## src/rtl/image_dram_pkg.sv

```systemverilog
`default_nettype none
//----------------------------------------------------------------------
// Module : image_dram_pkg
// Brief  : shared FSM type and AXI constants for the image DRAM reader
// Rev    : 1.0  initial release
//----------------------------------------------------------------------
package image_dram_pkg;

  typedef enum logic [1:0] {
    IDLE = 2'd0,
    ADDR = 2'd1,
    DATA = 2'd2
  } dram_rd_state_e;

  localparam logic [1:0]  AXI_BURST_INCR = 2'b01;
  localparam logic [1:0]  AXI_RESP_OKAY  = 2'b00;
  localparam int unsigned AXI_4K_BYTES   = 4096;

endpackage
`default_nettype wire

```

## src/rtl/image_dram_burst_calc.sv

```systemverilog
`default_nettype none
//----------------------------------------------------------------------
// Module : image_dram_burst_calc
// Brief  : beats in the next burst, limited by request remainder and 4 KiB page
// Rev    : 1.0  initial release
//----------------------------------------------------------------------
module image_dram_burst_calc
  import image_dram_pkg::*;
#(
  parameter int BPB_LOG2 = 4
) (
  input  logic [11:0] cur_ofs,
  input  logic [7:0]  remaining,
  output logic [7:0]  burst_beats
);

  logic [12:0] w_bytes_to_4k;
  logic [12:0] w_beats_to_4k;

  // cur_ofs is beat aligned, so the shift is exact
  assign w_bytes_to_4k = 13'(AXI_4K_BYTES) - {1'b0, cur_ofs};
  assign w_beats_to_4k = w_bytes_to_4k >> BPB_LOG2;
  assign burst_beats   = ({5'b0, remaining} < w_beats_to_4k) ? remaining : w_beats_to_4k[7:0];

endmodule
`default_nettype wire

```

## src/rtl/image_dram_reader.sv

```systemverilog
`default_nettype none
//----------------------------------------------------------------------
// Module : image_dram_reader
// Brief  : AXI4 read master; splits requests into INCR bursts at 4 KiB pages.
//          Define DRAM_READER_PERF_EN to add burst/latency perf counters.
// Rev    : 1.0  initial release
//----------------------------------------------------------------------
module image_dram_reader
  import image_dram_pkg::*;
#(
  parameter int         DRAM_ADDR_WIDTH = 39,
  parameter int         DRAM_DATA_WIDTH = 128,
  parameter int         AXI_ID_WIDTH    = 1,
  parameter logic [3:0] AXI_ARCACHE     = 4'b0011
) (
  input  logic                       clk_pixel,
  input  logic                       dram_reader_reset,
  input  logic [DRAM_ADDR_WIDTH-1:0] dram_read_addr,
  input  logic [7:0]                 dram_read_len,
  input  logic                       dram_read_en,
  output logic                       dram_read_busy,
  output logic [DRAM_DATA_WIDTH-1:0] dram_read_data,
  output logic                       dram_read_data_valid,
  output logic                       dram_read_error,
`ifdef DRAM_READER_PERF_EN
  output logic [31:0]                perf_burst_count,
  output logic [15:0]                perf_max_latency,
`endif
  output logic [DRAM_ADDR_WIDTH-1:0] m_axi_araddr,
  output logic [7:0]                 m_axi_arlen,
  output logic [2:0]                 m_axi_arsize,
  output logic [1:0]                 m_axi_arburst,
  output logic [3:0]                 m_axi_arcache,
  output logic [2:0]                 m_axi_arprot,
  output logic [AXI_ID_WIDTH-1:0]    m_axi_arid,
  output logic                       m_axi_arvalid,
  input  logic                       m_axi_arready,
  input  logic [DRAM_DATA_WIDTH-1:0] m_axi_rdata,
  input  logic [1:0]                 m_axi_rresp,
  input  logic                       m_axi_rlast,
  input  logic [AXI_ID_WIDTH-1:0]    m_axi_rid,
  input  logic                       m_axi_rvalid,
  output logic                       m_axi_rready
);

  localparam int c_BPB_LOG2 = $clog2(DRAM_DATA_WIDTH / 8);
  localparam logic [DRAM_ADDR_WIDTH-1:0] c_ALIGN_MASK =
    DRAM_ADDR_WIDTH'((64'd1 << c_BPB_LOG2) - 64'd1);

  dram_rd_state_e             r_state;
  logic [DRAM_ADDR_WIDTH-1:0] r_cur_addr;
  logic [7:0]                 r_remaining;
  logic [7:0]                 r_burst_beats;
  logic [8:0]                 r_beat_cnt;
  logic                       r_arvalid;
  logic                       r_rready;
  logic [DRAM_DATA_WIDTH-1:0] r_data;
  logic                       r_data_valid;
  logic                       r_error;

  logic [7:0] w_burst_beats;
  logic       w_ar_hs;
  logic       w_beat_is_last;
  logic       w_unused;

  image_dram_burst_calc #(
    .BPB_LOG2 (c_BPB_LOG2)
  ) u_burst_calc (
    .cur_ofs     (r_cur_addr[11:0]),
    .remaining   (r_remaining),
    .burst_beats (w_burst_beats)
  );

  assign w_ar_hs        = r_arvalid & m_axi_arready;
  assign w_beat_is_last = ((r_beat_cnt + 9'd1) == {1'b0, r_burst_beats});
  assign w_unused       = ^m_axi_rid;

  always_ff @(posedge clk_pixel) begin
    if (dram_reader_reset) begin
      r_state       <= IDLE;
      r_cur_addr    <= '0;
      r_remaining   <= '0;
      r_burst_beats <= '0;
      r_beat_cnt    <= '0;
      r_arvalid     <= 1'b0;
      r_rready      <= 1'b0;
      r_data        <= '0;
      r_data_valid  <= 1'b0;
      r_error       <= 1'b0;
    end else begin
      r_data_valid <= 1'b0;
      if (dram_read_en && (r_state != IDLE))
        r_error <= 1'b1;
      case (r_state)
        IDLE: begin
          if (dram_read_en && (dram_read_len != 8'd0)) begin
            r_cur_addr  <= dram_read_addr & ~c_ALIGN_MASK;
            r_remaining <= dram_read_len;
            r_arvalid   <= 1'b1;
            r_state     <= ADDR;
          end
        end
        ADDR: begin
          if (w_ar_hs) begin
            r_burst_beats <= w_burst_beats;
            r_beat_cnt    <= '0;
            r_arvalid     <= 1'b0;
            r_rready      <= 1'b1;
            r_state       <= DATA;
          end
        end
        DATA: begin
          if (m_axi_rvalid) begin
            r_data       <= m_axi_rdata;
            r_data_valid <= 1'b1;
            r_beat_cnt   <= r_beat_cnt + 9'd1;
            if ((m_axi_rresp != AXI_RESP_OKAY) || (m_axi_rlast != w_beat_is_last))
              r_error <= 1'b1;
            // The slave's rlast closes the burst even if it disagrees with arlen
            if (m_axi_rlast) begin
              r_cur_addr  <= r_cur_addr + (DRAM_ADDR_WIDTH'(r_burst_beats) << c_BPB_LOG2);
              r_remaining <= r_remaining - r_burst_beats;
              r_rready    <= 1'b0;
              if (r_remaining != r_burst_beats) begin
                r_arvalid <= 1'b1;
                r_state   <= ADDR;
              end else begin
                r_state <= IDLE;
              end
            end
          end
        end
        default: r_state <= IDLE;
      endcase
    end
  end

`ifdef DRAM_READER_PERF_EN
  logic [31:0] r_burst_count;
  logic [15:0] r_max_lat;
  logic [15:0] r_lat_cnt;
  logic        r_lat_armed;

  // r_lat_cnt counts edges since the AR handshake until the first R beat
  always_ff @(posedge clk_pixel) begin
    if (dram_reader_reset) begin
      r_burst_count <= '0;
      r_max_lat     <= '0;
      r_lat_cnt     <= '0;
      r_lat_armed   <= 1'b0;
    end else if (w_ar_hs) begin
      r_burst_count <= r_burst_count + 32'd1;
      r_lat_cnt     <= 16'd1;
      r_lat_armed   <= 1'b1;
    end else if (r_lat_armed) begin
      if ((r_state == DATA) && m_axi_rvalid) begin
        r_lat_armed <= 1'b0;
        if (r_lat_cnt > r_max_lat)
          r_max_lat <= r_lat_cnt;
      end else if (r_lat_cnt != 16'hFFFF) begin
        r_lat_cnt <= r_lat_cnt + 16'd1;
      end
    end
  end

  assign perf_burst_count = r_burst_count;
  assign perf_max_latency = r_max_lat;
`endif

  assign dram_read_busy       = (r_state != IDLE) | dram_read_en;
  assign dram_read_data       = r_data;
  assign dram_read_data_valid = r_data_valid;
  assign dram_read_error      = r_error;

  assign m_axi_araddr  = r_cur_addr;
  assign m_axi_arlen   = w_burst_beats - 8'd1;
  assign m_axi_arsize  = 3'(c_BPB_LOG2);
  assign m_axi_arburst = AXI_BURST_INCR;
  assign m_axi_arcache = AXI_ARCACHE;
  assign m_axi_arprot  = 3'b000;
  assign m_axi_arid    = '0;
  assign m_axi_arvalid = r_arvalid;
  assign m_axi_rready  = r_rready;

endmodule
`default_nettype wire

```

## config.mk

```make
export PLATFORM = sky130hd
export DESIGN_NAME = image_dram_reader
export DESIGN_NICKNAME = d
export VERILOG_FILES = /design/src/rtl/image_dram_pkg.sv /design/src/rtl/image_dram_burst_calc.sv /design/src/rtl/image_dram_reader.sv
export SDC_FILE = /design/constraint.sdc
export NUM_CORES = 1
export LEC_CHECK = 0
export CELL_PAD_IN_SITES_DETAIL_PLACEMENT = 0
export CELL_PAD_IN_SITES_GLOBAL_PLACEMENT = 2
export CORE_AREA = 2 2 253 155
export DETAILED_ROUTE_END_ITERATION = 8
export DIE_AREA = 0 0 255 157
export GPL_TIMING_DRIVEN = 0
export PLACE_DENSITY = 0.94
export SETUP_SLACK_MARGIN = 0.1
export SYNTH_ARGS = -nofsm -noshare
export SYNTH_HDL_FRONTEND = slang
export SYNTH_SLANG_ARGS = --single-unit
```

## constraint.sdc

```tcl
create_clock -name clk_pixel -period 13.9 [get_ports clk_pixel]
set_clock_uncertainty 0.15 [all_clocks]
set_input_delay 2.78 -clock clk_pixel [delete_from_list [all_inputs] [get_ports clk_pixel]]
set_output_delay 2.78 -clock clk_pixel [all_outputs]
set_load 0.005 [all_outputs]
```

==> impl_metrics.tcl <==
set metrics [dict create \
    netlist_instances 1222 \
    timing.rr.end "r_burst_beats[0]" \
    pin_count 377 \
    die_y_um 157 \
    final-setup-viol-count 0 \
    number_of_nets_with_antenna_violations_after_routing 0 \
    share_seq_of_total_power_pct 42.6 \
    timing.reg2reg.worst_path_depth 14 \
    finish.net_count 1819 \
    clockPowerShare_pct 36.7 \
    arrival_ns 5.13 \
    dp_cells 2103 \
    grt_max_degree 22 \
    r2r_setup_slack_ns 10.23 \
    postSynthAreaPerCell_sq_um 7.67 \
    hold_buffers 0 \
    report.final.hold_viol_count 0 \
    instance_count_along_the_most_critical_hold_path 2 \
    setup_repair_after_global_routing_missed_its_margin "no" \
    synth_cell_types 71 \
    cts_clock_pin_slew_for_the_worst_setup_and_hold_paths_ns 0.09 \
    total_switching_power_mw 0.434 \
    ctsRootBufferMaster "sky130_fd_sc_hd__clkbuf_16" \
    sort_of_element_at_the_end_of_the_critical_path "output pin" \
    worstSetupPathType "reg -> out" \
    track_usage_pct 19.5 \
    antenna_found_initial 3 \
    routedWlPerCell_um 18.8 \
    grt.overflow.total 0 \
    layout_worst_path_cycle_share_pct 58.0 \
    layout-area-overhead-vs-synth_pct 51.7 \
    critPathMaxFanout 8 \
    clock_sinks 194 \
    mostFrequentLayoutCells "353 x sky130_fd_sc_hd__clkdlybuf4s50_1, 305 x sky130_fd_sc_hd__nand2_1, 194 x sky130_fd_sc_hd__dfxtp_1, 177 x sky130_fd_sc_hd__a21oi_1, 81 x sky130_fd_sc_hd__nor2_1" \
    cap_violations 0 \
    swShare_pct 31.0 \
    cp_data_required_time_ns 10.97 \
    clk_latency_ns 0.45 \
    cts_h_tree_lvls 4 \
    core_area_sq_um 37500 \
    max_slew_margin_pct 21.6 \
    place.gp.congestion 0.923 \
    mostFrequentLayoutCell "sky130_fd_sc_hd__clkdlybuf4s50_1" \
    peakVddDrop_mv 0.0708 \
    drt_first_pass_iters 5 \
    ctsResizeCount 0 \
    chipWidth_um 255 \
    finish.cell_count_without_fillers 2136 \
    power_density_nw_per_um2 98.6 \
    cts_setup_buffers 0 \
    ys_warn_count 0 \
    power.static_leakage_nw 4.87 \
    synthFlopType "sky130_fd_sc_hd__dfxtp_1" \
    min-delay-start "dram_read_data[120]" \
    layout_min_cycle_time_ns 8.06 \
    numCtsBuffers 17 \
    routed_via_density 4.84 \
    vias 10330 \
    fin_tns_setup_ns 0 \
    drt_first_iter_violations 916 \
    outcome "finished clean" \
    longest_clk_path_bufs 2 \
    worst_r2r_src "m_axi_araddr[4]" \
    synth_enable_flop_cells 0 \
    wl_um 40200 \
    flip_flop_and_latch_count_after_synthesis 194 \
    internal_pwr_total_mw 0.967 \
    worstHoldEndpoint "dram_read_data[120]" \
    tritoncts "done" \
    grt_pass1_vias 9552 \
    die_area_sq_um 40000 \
    synthArstFlopShare_pct 0 \
    seq_area_frac_synth_pct 41.4 \
    drv_slew 0 \
    combPwrFrac_pct 20.7 \
    post_route_cells_drive_above_1_share_pct 4.25 \
    grt_pass1_wl_um 58700 \
    start_kind "flop" \
    max_slew.worst_pin.slew_ns 1.18 \
    timing.hold.worst.class "reg -> reg" \
    place.port_buffers 353 \
    max_freq_mhz 124 \
    placementRows 55 \
    floorplan.initialDensity_pct 25.0 \
    drc_errors 0 \
    detailedPlacementHpwl_um 31500 \
    synthesis.area_sq_um 9370 \
]
[critical path, stage by stage, from the launching register on]
cell	delay, ns
sky130_fd_sc_hd__dfxtp_1	0.42
sky130_fd_sc_hd__inv_1	0.15
sky130_fd_sc_hd__ha_1	0.15
sky130_fd_sc_hd__nor3b_1	0.34
sky130_fd_sc_hd__nand2_1	0.13
sky130_fd_sc_hd__xor2_1	0.31
sky130_fd_sc_hd__inv_1	0.11
sky130_fd_sc_hd__ha_1	0.35
sky130_fd_sc_hd__nand4b_1	0.11
sky130_fd_sc_hd__mux2_1	0.34
sky130_fd_sc_hd__a21boi_2	0.18
sky130_fd_sc_hd__a31o_1	0.15
sky130_fd_sc_hd__buf_6	0.15
sky130_fd_sc_hd__mux2i_1	0.37
sky130_fd_sc_hd__ha_1	0.28
sky130_fd_sc_hd__nand2_1	0.11
sky130_fd_sc_hd__nor3_1	0.20
sky130_fd_sc_hd__xor2_1	0.16
sky130_fd_sc_hd__nor2_1	0.05
sky130_fd_sc_hd__a21oi_1	0.12
sky130_fd_sc_hd__clkdlybuf4s50_1	0.51
[power groups by stage]
| stage | combinational (mW) | clock [mW] | sequential [mW] |
|---|---|---|---|
| 2_1_floorplan | 0.141 | 0 | 0.601 |
| 5_1_grt | 0.314 | 0.550 | 0.600 |
| 4_1_cts | 0.289 | 0.530 | 0.596 |
| 6_report | 0.290 | 0.514 | 0.598 |
| 3_5_place_dp | 0.287 | 0 | 0.609 |
| 3_3_place_gp | 0.285 | 0 | 0.609 |
[per-layer routing]
| metal | up-vias | wire length (um) | track usage (%) |
|---|---|---|---|
| met5 | - | 25 | 0 |
| met4 | 4 | 1110 | 6.82 |
| met3 | 64 | 3610 | 4.55 |
| met2 | 488 | 16900 | 28.9 |
| met1 | 4811 | 18600 | 27.6 |
| li1 | 4963 | - | - |
[Yosys cell counts (10+ instances only)]
cell,instances,share of area [%]
sky130_fd_sc_hd__a211oi_1,22,1.8
sky130_fd_sc_hd__a21oi_1,177,9.5
sky130_fd_sc_hd__a311oi_1,11,1.0
sky130_fd_sc_hd__a31oi_1,10,0.67
sky130_fd_sc_hd__and3_1,12,0.80
sky130_fd_sc_hd__buf_4,17,1.4
sky130_fd_sc_hd__clkbuf_1,71,2.8
sky130_fd_sc_hd__dfxtp_1,194,41
sky130_fd_sc_hd__ha_1,24,3.2
sky130_fd_sc_hd__inv_1,23,0.92
sky130_fd_sc_hd__nand2_1,305,12
sky130_fd_sc_hd__nand3_1,34,1.8
sky130_fd_sc_hd__nor2_1,81,3.2
sky130_fd_sc_hd__nor3_1,22,1.2
sky130_fd_sc_hd__o21ai_0,34,1.8
sky130_fd_sc_hd__or3_1,11,0.73
sky130_fd_sc_hd__xnor2_1,21,2.0
sky130_fd_sc_hd__xor2_1,16,1.5
[through the flow]
step / hold slack, ns / total power [mW] / util [%] / cell area [sq um] / worst slack (ns)
2_1_floorplan: 0.303 / 0.742 / - / 9430 / 7.38
3_3_place_gp: 0.291 / 0.894 / 36.3 / 13600 / 6.37
3_5_place_dp: 0.296 / 0.897 / 36.3 / 13600 / 6.32
4_1_cts: 0.307 / 1.42 / 37.9 / 14200 / 5.81
5_1_grt: 0.319 / 1.46 / 37.9 / 14200 / 5.53
6_report: 0.304 / 1.40 / 37.9 / 14200 / 5.84
[cell families after synthesis]
logic type      share of synthesized area [%]
compound gates                           20.3
xor+xnor                                 3.70
fa+ha+maj                                3.74
buf+inv                                  5.70
flops                                    41.4
mux                                      1.05
other cells                            0.0801
simple gates                             24.0
[layout make-up]
| cell class | instances | area, sq um |
|---|---|---|
| timing repair buffer | 353 | 3530 |
| sequential | 194 | 3880 |
| tap | 513 | 642 |
| antenna | 1 | 2.50 |
| fill | 3883 | 23300 |
| inverter | 23 | 86.3 |
| clock buffer | 17 | 425 |
| buffer | 97 | 448 |
| multi-input combinational | 923 | 5010 |
| clock inverter | 15 | 184 |
[worst max-delay path by stage]
stage	start	endpoint	depth (start not counted)
2_1_floorplan	m_axi_araddr[4]	m_axi_arlen[6]	16
3_3_place_gp	m_axi_araddr[4]	m_axi_arlen[6]	17
3_5_place_dp	m_axi_araddr[4]	m_axi_arlen[6]	17
4_1_cts	m_axi_araddr[4]	m_axi_arlen[6]	17
5_1_grt	m_axi_araddr[4]	m_axi_arlen[6]	20
6_report	m_axi_araddr[4]	m_axi_arlen[6]	20
[flip-flops by register name, indices dropped and copies added, names as in the netlist, 2 cells and up]
| signal | flops |
|---|---|
| dram_read_data | 128 |
| m_axi_araddr | 35 |
| r_beat_cnt | 9 |
| r_burst_beats | 8 |
| r_remaining | 8 |
| r_state | 2 |
(Power assumes the default switching activity.)
